File: src/rtl/prio_encoder_pipe_if.sv
// Request/result handshake bundle for prio_encoder_pipe.
// The encoder block uses the slave side; the request source and result consumer use the master side.
interface prio_encoder_pipe_if #(
  parameter int N = 8
);
  localparam int W = $clog2(N);

  logic [N-1:0] in_vec;
  logic [1:0]   mode;
  logic         in_valid;
  logic         in_ready;
  logic [W-1:0] out_idx;
  logic         out_none;
  logic         out_err;
  logic         out_valid;
  logic         out_ready;

  modport slave (
    input  in_vec, mode, in_valid, out_ready,
    output in_ready, out_idx, out_none, out_err, out_valid
  );

  modport master (
    output in_vec, mode, in_valid, out_ready,
    input  in_ready, out_idx, out_none, out_err, out_valid
  );
endinterface

File: src/rtl/prio_encoder_pipe.sv
// Registered N-to-log2(N) encoder with LSB, MSB, strict one-hot and round-robin modes.
// One output stage buffers the result; in_ready follows the skid-free pipeline rule.
module prio_encoder_pipe #(
  parameter int N = 8
) (
  input logic               clk,
  input logic               rst,
  prio_encoder_pipe_if.slave bus
);
  localparam int W = $clog2(N);

  localparam logic [1:0] MODE_LSB = 2'b00;
  localparam logic [1:0] MODE_MSB = 2'b01;
  localparam logic [1:0] MODE_ONE = 2'b10;
  localparam logic [1:0] MODE_RR  = 2'b11;

  logic [W-1:0] ptr;
  logic [W-1:0] rr_start;
  logic [W-1:0] lsb_idx;
  logic [W-1:0] msb_idx;
  logic [W-1:0] rr_idx;
  logic         rr_found;
  logic         any_set;
  logic         multi_set;
  logic [W-1:0] enc_idx;
  logic         enc_none;
  logic         enc_err;
  logic         accept;

  assign any_set   = |bus.in_vec;
  assign multi_set = |(bus.in_vec & (bus.in_vec - N'(1)));

  // NOTE: every output of a combinational block gets a default first, otherwise paths that skip an assignment infer a latch.
  always_comb begin
    lsb_idx = '0;
    for (int i = N - 1; i >= 0; i--) begin
      if (bus.in_vec[i]) lsb_idx = W'(i);
    end
  end

  always_comb begin
    msb_idx = '0;
    for (int i = 0; i < N; i++) begin
      if (bus.in_vec[i]) msb_idx = W'(i);
    end
  end

  // Search begins one past the last grant; N-1 wraps to 0 even when N is not a power of two.
  assign rr_start = (ptr == W'(N - 1)) ? '0 : ptr + 1'b1;

  always_comb begin
    rr_idx   = '0;
    rr_found = 1'b0;
    for (int k = 0; k < N; k++) begin
      int pos;
      pos = int'(rr_start) + k;
      if (pos >= N) pos = pos - N;
      if (!rr_found && bus.in_vec[pos]) begin
        rr_idx   = W'(pos);
        rr_found = 1'b1;
      end
    end
  end

  always_comb begin
    enc_idx  = '0;
    enc_none = !any_set;
    enc_err  = 1'b0;
    case (bus.mode)
      MODE_LSB: enc_idx = lsb_idx;
      MODE_MSB: enc_idx = msb_idx;
      MODE_ONE: begin
        enc_idx = lsb_idx;
        enc_err = !any_set || multi_set;
      end
      MODE_RR:  enc_idx = rr_idx;
      default:  enc_idx = '0;
    endcase
  end

  assign bus.in_ready = !bus.out_valid || bus.out_ready;
  assign accept       = bus.in_valid && bus.in_ready;

  // NOTE: sequential state uses non-blocking assignments so every register samples pre-edge values.
  always_ff @(posedge clk or posedge rst) begin
    if (rst) begin
      bus.out_valid <= 1'b0;
      bus.out_idx   <= '0;
      bus.out_none  <= 1'b0;
      bus.out_err   <= 1'b0;
      ptr           <= W'(N - 1);
    end else begin
      if (accept) begin
        bus.out_valid <= 1'b1;
        bus.out_idx   <= enc_idx;
        bus.out_none  <= enc_none;
        bus.out_err   <= enc_err;
        if (bus.mode == MODE_RR && any_set) ptr <= rr_idx;
      end else if (bus.out_ready) begin
        bus.out_valid <= 1'b0;
      end
    end
  end
endmodule

File: src/flat_wrapper.sv
// flat-port wrapper written by rule: the top's interface ports become plain ports
module prio_encoder_pipe_flat 
#(
  parameter int N = 8
)
  (clk, rst, bus_in_vec, bus_mode, bus_in_valid, bus_out_ready, bus_in_ready, bus_out_idx, bus_out_none, bus_out_err, bus_out_valid);
  prio_encoder_pipe_if #(.N(N)) bus_i ();
  input logic clk;
  input logic rst;
  input wire logic [$bits(bus_i.in_vec)-1:0] bus_in_vec;
  input wire logic [$bits(bus_i.mode)-1:0] bus_mode;
  input wire logic [$bits(bus_i.in_valid)-1:0] bus_in_valid;
  input wire logic [$bits(bus_i.out_ready)-1:0] bus_out_ready;
  output wire logic [$bits(bus_i.in_ready)-1:0] bus_in_ready;
  output wire logic [$bits(bus_i.out_idx)-1:0] bus_out_idx;
  output wire logic [$bits(bus_i.out_none)-1:0] bus_out_none;
  output wire logic [$bits(bus_i.out_err)-1:0] bus_out_err;
  output wire logic [$bits(bus_i.out_valid)-1:0] bus_out_valid;
  assign bus_i.in_vec = bus_in_vec;
  assign bus_i.mode = bus_mode;
  assign bus_i.in_valid = bus_in_valid;
  assign bus_i.out_ready = bus_out_ready;
  assign bus_in_ready = bus_i.in_ready;
  assign bus_out_idx = bus_i.out_idx;
  assign bus_out_none = bus_i.out_none;
  assign bus_out_err = bus_i.out_err;
  assign bus_out_valid = bus_i.out_valid;
  prio_encoder_pipe #(.N(N)) u_core (.clk(clk), .rst(rst), .bus(bus_i));
endmodule
File: config.mk
export PLATFORM = sky130hd
export DESIGN_NAME = prio_encoder_pipe_flat
export DESIGN_NICKNAME = d
export VERILOG_FILES = /design/src/rtl/prio_encoder_pipe_if.sv /design/src/rtl/prio_encoder_pipe.sv /design/src/flat_wrapper.sv
export SDC_FILE = /design/constraint.sdc
export NUM_CORES = 1
export LEC_CHECK = 0
export CAP_MARGIN = 20
export CORE_ASPECT_RATIO = 0.6
export CORE_MARGIN = 2
export CORE_UTILIZATION = 40
export DETAILED_ROUTE_END_ITERATION = 8
export HOLD_SLACK_MARGIN = 0.03
export PLACE_DENSITY_LB_ADDON = 0.15
export SKIP_CTS_REPAIR_TIMING = 1
export SLEW_MARGIN = 20
export SYNTH_ARGS = -nofsm -noshare
export SYNTH_HDL_FRONTEND = slang
export SYNTH_SLANG_ARGS = --single-unit
File: constraint.sdc
create_clock -name clk -period 7.4 [get_ports clk]
set_input_delay 0.74 -clock clk [delete_from_list [all_inputs] [get_ports clk]]
set_output_delay 0.74 -clock clk [all_outputs]
set_load 0.01 [all_outputs]
==> metrics.md, run 1 <==
| Metric | Value |
|---|---|
| Pwr/cell area | 490 nW/um^2 |
| Met2 Resource Use GR | 0.263 |
| Psw | 0.000479 W |
| Worst setup margin | 3.56 ns |
| Via/cell ratio | 6.11 |
| Status | finished, final reports clean |
| Pint | 0.000441 W |
| Routability congestion estimate | 0.910 |
| Syn nets | 232 |
| P_leak | 0.724 nW |
| Worst r2r dst | u_core.bus.out_idx[1] |
| Main synth FF type | dfrtp_1 |
| Fin crit period | 3.84 ns |
| Most frequent cells in the layout | nand2_1, nor2_1, clkdlybuf4s50_1 |
| Most Crowded Layer GR | met1 |
| DRC Markers | 0 |
| I/O Buffers | 20 |
| FP Rows | 17 |
| Setup Total Neg Slack | 0 ns |
| Met3 usage | 0.0337 |
| N_diodes | 0 |
| Mapped Avg Cell Area | 7.62 sq um |
| Die Area | 4640 sq um |
| Max Cap Viol | 0 |
| Area grow syn2layout | 14.5% |
| Sequential area share after synthesis | 0.140 |
| Setup slack, reg-to-reg | 3.56 ns |
| Height of the chip | 53.6 um |
| Worst-path fanout max | 7 |
| Worst Hold End | u_core.bus.out_err |
| Data arrival time of the worst path | 3.94 ns |
| Hold path depth | 2 |
| CTS Root Cell | clkbuf_8 |
| Slew headroom | 0.502 |
| Clk_lat worst skew | 0.24 ns |
| Final #Nets | 241 |
| Post-synthesis cell type count | 54 |
| R2r startpoint | u_core.ptr[0] |
| Layout cell share with drive strength beyond 1 | 0.139 |
| Mapped cell area | 1640 sq um |
| Congestion Overflow GR | 0 |
| Post-route ant nets | 0 |
| Switching share of total power | 0.521 |
| Crit path launch type | flip-flop |
| Fmax | 0.261 GHz |
| Kind of critical path | reg2reg |
| EDFF count, synth | 0 |
| Clock power share | 0.066 |
| Commonest non-fill, non-tap cell in the layout | nand2_1 |
| Drt total wl | 4650 um |
| Final Skew | 0.00153 ns |
| Fill cells | 389 |
| Synthesis Warnings | 0 |
| H-tree depth | 1 |
| Grt met1 use | 0.371 |
| Initial antenna violation count | 0 |
| Measured slew at the worst slew-check pin | 0.740 ns |
| Worst setup EP type | flip-flop |
| 1st-iter DRT viols | 178 |
| Total CTS buffers | 3 |
| R2R depth | 8 |
| Reg clk slew, reported paths | 0.05 ns |
| Chip width | 86.6 um |
| WP data required | 7.51 ns |
| Syn Inst Count | 215 |
| Clk buf depth | 2 |
| Largest net degree at the start of global routing | 29 |
| I/O pins | 21 |
| Num Clock Sinks | 9 |
| Wire length of the first global-routing pass | 7520 um |
| Synth async-reset ratio | 1.00 |
| Worst vdd ir | 198 uV |
| Vias | 1,649 |
| Yosys reg bits | 9 |
| Tot Pwr | 0.000920 W |
| Power share of the sequential group | 0.085 |
| Endpoints failing hold | 0 |
| Comb power frac | 0.849 |
| Worst min-delay path startpoint | u_core.bus.out_err |
| GRT Resource Usage Total | 0.215 |
| Wire length per cell after detailed routing | 17.2 um |
| Final period utilization | 0.519 |
| Fin. max-slew vios | 0 |
| CTS tree | done |
| Initial Util | 0.433 |
| RSZ-0062 raised after global routing | no |
| Vias in the first global route | 1,401 |
| Place WS | 3.62 ns |
| Final HPWL DP | 3520 um |
| Worst hold path type | reg2reg |
| Final setup viols | 0 |
| DRT Pass-1 Iters | 4 |
| Core box area | 3790 sq um |
==> state kept, by name (all words and copies together), names as in the netlist <==
signal                count
u_core.bus.out_idx        3
u_core.ptr                3
u_core.bus.out_err        1
u_core.bus.out_none       1
u_core.bus.out_valid      1
==> metrics by stage <==
stage | hold WS (ns) | instance area [sq um] | instances | utilization
detailed placement | 0.479 | 1830 | 266 | 0.483
finish | 0.483 | 1880 | 270 | 0.495
global route | 0.522 | 1880 | 270 | 0.495
CTS | 0.489 | 1880 | 270 | 0.495
floorplan | 0.455 | 1640 | 215 | -
global placement | 0.466 | 1830 | 266 | 0.483
==> cell usage after synthesis, types with 2 or more instances <==
cell / n / share of area
nand2_1: 21 / 0.048
nor2_1: 20 / 0.046
mux2i_1: 18 / 0.11
a21oi_1: 13 / 0.040
clkbuf_1: 13 / 0.030
o21ai_0: 13 / 0.040
inv_1: 9 / 0.021
nor3_1: 9 / 0.027
nand3_1: 8 / 0.024
dfrtp_1: 6 / 0.092
mux2_2: 6 / 0.041
mux4_2: 6 / 0.083
nand2b_1: 6 / 0.023
a22oi_1: 4 / 0.018
a31oi_1: 3 / 0.011
and2_1: 3 / 0.011
buf_4: 3 / 0.014
dfstp_2: 3 / 0.048
ha_1: 3 / 0.023
or2_2: 3 / 0.011
or3_1: 3 / 0.011
a211oi_1: 2 / 0.0092
and3_1: 2 / 0.0076
buf_2: 2 / 0.0061
nor3b_1: 2 / 0.0092
nor4_1: 2 / 0.0076
o2111ai_1: 2 / 0.011
o211ai_1: 2 / 0.0092
o21ai_1: 2 / 0.0061
o21bai_1: 2 / 0.0092
==> how the worst max path moves through the flow <==
stage                       start                    end  slack (ns)  cells after the start
global route        u_core.ptr[0]  u_core.bus.out_idx[0]        3.32                      8
detailed placement  u_core.ptr[0]  u_core.bus.out_idx[1]        3.62                      8
floorplan           u_core.ptr[0]  u_core.bus.out_idx[1]        3.97                      9
CTS                 u_core.ptr[0]  u_core.bus.out_idx[1]        3.62                      8
finish              u_core.ptr[0]  u_core.bus.out_idx[1]        3.56                      8
global placement    u_core.ptr[0]  u_core.bus.out_idx[1]        3.70                      8
==> critical path, cell delays in order (launching register included) <==
cell,delay [ns]
dfstp_2,0.56
ha_1,0.33
ha_1,0.45
xnor2_1,0.65
mux4_2,0.62
or4_1,0.62
a21o_1,0.23
o2111ai_1,0.12
a41oi_2,0.13
==> metal layers <==
metal | wire length [um] | up-vias
li1 | - | 816
met1 | 2650 | 767
met2 | 1650 | 61
met3 | 309 | 5
met4 | 37 | 0
met5 | 0 | -
==> power by group through the flow <==
stage	clock network [W]	logic, W	registers, W
global placement	0	0.000782	0.0000784
detailed placement	0	0.000760	0.0000792
finish	0.0000607	0.000781	0.0000779
global route	0.0000620	0.000851	0.0000808
floorplan	0	0.000621	0.0000793
CTS	0.0000599	0.000764	0.0000788
==> final cells by class <==
class | count | area, sq um | share of cell area
inverters | 9 | 33.8 | 0.0180
clock buffers | 4 | 45.0 | 0.0240
well taps | 47 | 58.8 | 0.0314
repair buffers | 22 | 215 | 0.115
flip-flops and latches | 9 | 229 | 0.122
multi-input cells | 179 | 1290 | 0.690
==> cells by family (layout without fill, tap and decap cells) <==
| family | count (synthesis) | after routing | share of synthesized area |
|---|---|---|---|
| AOI/OAI and AO/OA | 59 | 59 | 0.249 |
| muxes | 31 | 31 | 0.242 |
| and+or+nand+nor | 84 | 84 | 0.254 |
| buffers and inverters | 27 | 35 | 0.0703 |
| xor gates and xnor gates | 2 | 2 | 0.0222 |
| adders and majority gates | 3 | 3 | 0.0229 |
| DFF | 9 | 9 | 0.140 |
Note: power is estimated with default switching activity, not from simulation.
==> run 2, diff against run 1 <==
- clock period: 7.4 -> 3.3 ns (I/O delays scaled with it)
==> metrics.md, run 2 (synthesized netlist as in run 1, its figures left out) <==
| Metric | Value |
|---|---|
| CTS tree | done |
| R2R depth | 10 (+2) |
| Slowest cell on the critical path | dfstp_2 |
| I/O pins | 21 (unchanged) |
| Most frequent cells in the layout | buf_4, nand2_1, nor2_1, clkdlybuf4s50_1, mux2i_1 |
| Final HPWL DP | 4220 um (+20%) |
| Top Family by Delay on Critical Path | simple AND/OR/NAND/NOR gates |
| Final period utilization | 0.966 (+0.447) |
| Commonest non-fill, non-tap cell in the layout | buf_4 |
| Hold Slack | 0.365 ns (-0.119 ns) |
| Die Area | 4640 sq um (unchanged) |
| CP max stage delay | 0.55 ns (-0.10 ns) |
| Max Cap Viol | 0 (unchanged) |
| WP data required | 3.40 ns (-4.11 ns) |
| H-tree depth | 1 (unchanged) |
| Area grow syn2layout | 30.9% |
| Height of the chip | 53.6 um (unchanged) |
| Worst hold path type | in2async |
| Worst vdd ir | 419 uV (+110%) |
| Post-route ant nets | 0 (unchanged) |
| Total CTS buffers | 3 (unchanged) |
| Via/cell ratio | 6.25 (+2.3%) |
| Tot Pwr | 0.00254 W (+180%) |
| Setup Total Neg Slack | 0 ns (unchanged) |
| DRT Pass-1 Iters | 7 (+3) |
| Fin crit period | 3.19 ns (-0.651 ns) |
| Crit path cell chain | inv_1 > ha_4 > buf_4 > mux2i_4 > mux2i_1 > o221a_1 > or4b_4 > or3_1 > o2111ai_1 > a41oi_2 |
| Fmax | 0.314 GHz (+20%) |
| Worst r2r dst | u_core.bus.out_idx[1] |
| N_diodes | 0 (unchanged) |
| Worst-path fanout max | 9 (+2) |
| Data arrival time of the worst path | 3.28 ns (-0.66 ns) |
| I/O Buffers | 20 (unchanged) |
| Slew headroom | 0.523 (+0.0215) |
| Wire length of the first global-routing pass | 8540 um (+14%) |
| Final Skew | 0.000346 ns (-0.00119 ns) |
| Chip width | 86.6 um (unchanged) |
| Endpoints failing hold | 0 (unchanged) |
| Final instance area | 2140 sq um (+14%) |
| Largest net degree at the start of global routing | 14 (-52%) |
| Biggest regs | u_core.bus.out_idx: 3 flops, u_core.ptr: 3 flops |
| Crit path launch type | flip-flop |
| Initial antenna violation count | 0 (unchanged) |
| Pwr/cell area | 1180 nW/um^2 (+140%) |
| 1st-iter DRT viols | 287 (+61%) |
| Finished Core Util | 0.566 (+0.0707) |
| CTS Root Cell | clkbuf_8 |
| Clk buf depth | 2 (unchanged) |
| Status | finished, final reports clean |
| Post-placement cell area | 2050 sq um (+12%) |
| Drt total wl | 5350 um (+15%) |
| DRC Markers | 0 (unchanged) |
| FP Rows | 17 (unchanged) |
| GRT Resource Usage Total | 0.239 (+0.0236) |
| Worst setup EP type | flip-flop |
| Fin. max-slew vios | 0 (unchanged) |
| Critical path buffers and inverters | 2 (+2) |
| Routability congestion estimate | 1.01 (+11%) |
| Measured slew at the worst slew-check pin | 0.708 ns (-0.0320 ns) |
| Kind of critical path | reg2reg |
| Initial Util | 0.433 (unchanged) |
| Core box area | 3790 sq um (unchanged) |
| Congestion Overflow GR | 0 (unchanged) |
| Setup slack, reg-to-reg | 0.11 ns (-3.45 ns) |
| Wire length per cell after detailed routing | 17.8 um (+3.6%) |
| Vias | 1,875 (+14%) |
| Reg clk slew, reported paths | 0.05 ns (about the same) |
| Layout cell share with drive strength beyond 1 | 0.265 (+0.126) |
| Final #Nets | 271 (+12%) |
| Vias in the first global route | 1,709 (+22%) |
| P_leak | 0.868 nW (+20%) |
| R2r startpoint | u_core.ptr[0] |
| Final setup viols | 0 (unchanged) |
| Clk_lat worst skew | 0.23 ns (about the same) |
| Num Clock Sinks | 9 (unchanged) |
run 2: cell types whose count changed in the layout (fill, tap and decap cells not counted), sizes merged:
cell  previous run  this run
buf              2        32
run 2: worst max path at each step:
| stage | start | slack (ns) | endpoint | depth (start not counted) |
|---|---|---|---|---|
| floorplan | u_core.ptr[0] | 0.003 | u_core.bus.out_idx[1] | 9 |
| global placement | u_core.ptr[0] | 0.004 | u_core.bus.out_idx[1] | 10 |
| detailed placement | u_core.ptr[0] | -0.08 | u_core.bus.out_idx[1] | 10 |
| CTS | u_core.ptr[0] | -0.09 | u_core.bus.out_idx[1] | 10 |
| global route | u_core.ptr[0] | -0.02 | u_core.bus.out_idx[1] | 11 |
| finish | u_core.ptr[0] | 0.11 | u_core.bus.out_idx[1] | 10 |
run 2: area by class of cell:
class,instances,area [sq um]
fillers,326,1640
inverters,9,33.8
flip-flops and latches,9,229
repair buffers,52,440
multi-input cells,179,1340
clock buffers,4,45.0
well taps,47,58.8
run 2: where the power goes:
group | internal, W | switching [W] | total (W)
registers | 0.000153 | 0.0000247 | 0.000177
logic | 0.00107 | 0.00116 | 0.00223
clock network | 0.0000846 | 0.0000478 | 0.000132
total | 0.00131 | 0.00123 | 0.00254
run 2: routing by layer:
layer,vias up,global-route usage,share of wire
li1,882,-,-
met4,0,0.0286,0.0051
met3,6,0.0567,0.11
met2,132,0.364,0.42
met1,855,0.354,0.47
met5,-,0,0
run 2: worst reg2reg max path, stage by stage (launching register included):
cell	delay [ns]
dfstp_2	0.55
inv_1	0.07
ha_4	0.35
buf_4	0.15
mux2i_4	0.30
mux2i_1	0.15
o221a_1	0.34
or4b_4	0.55
or3_1	0.32
o2111ai_1	0.12
a41oi_2	0.14
run 2: through the flow:
step	instances	worst slack (ns)
6_report	300	0.113
5_1_grt	300	-0.0217
4_1_cts	298	-0.0915
3_5_place_dp	294	-0.0809
3_3_place_gp	294	0.00394
2_1_floorplan	215	0.00284
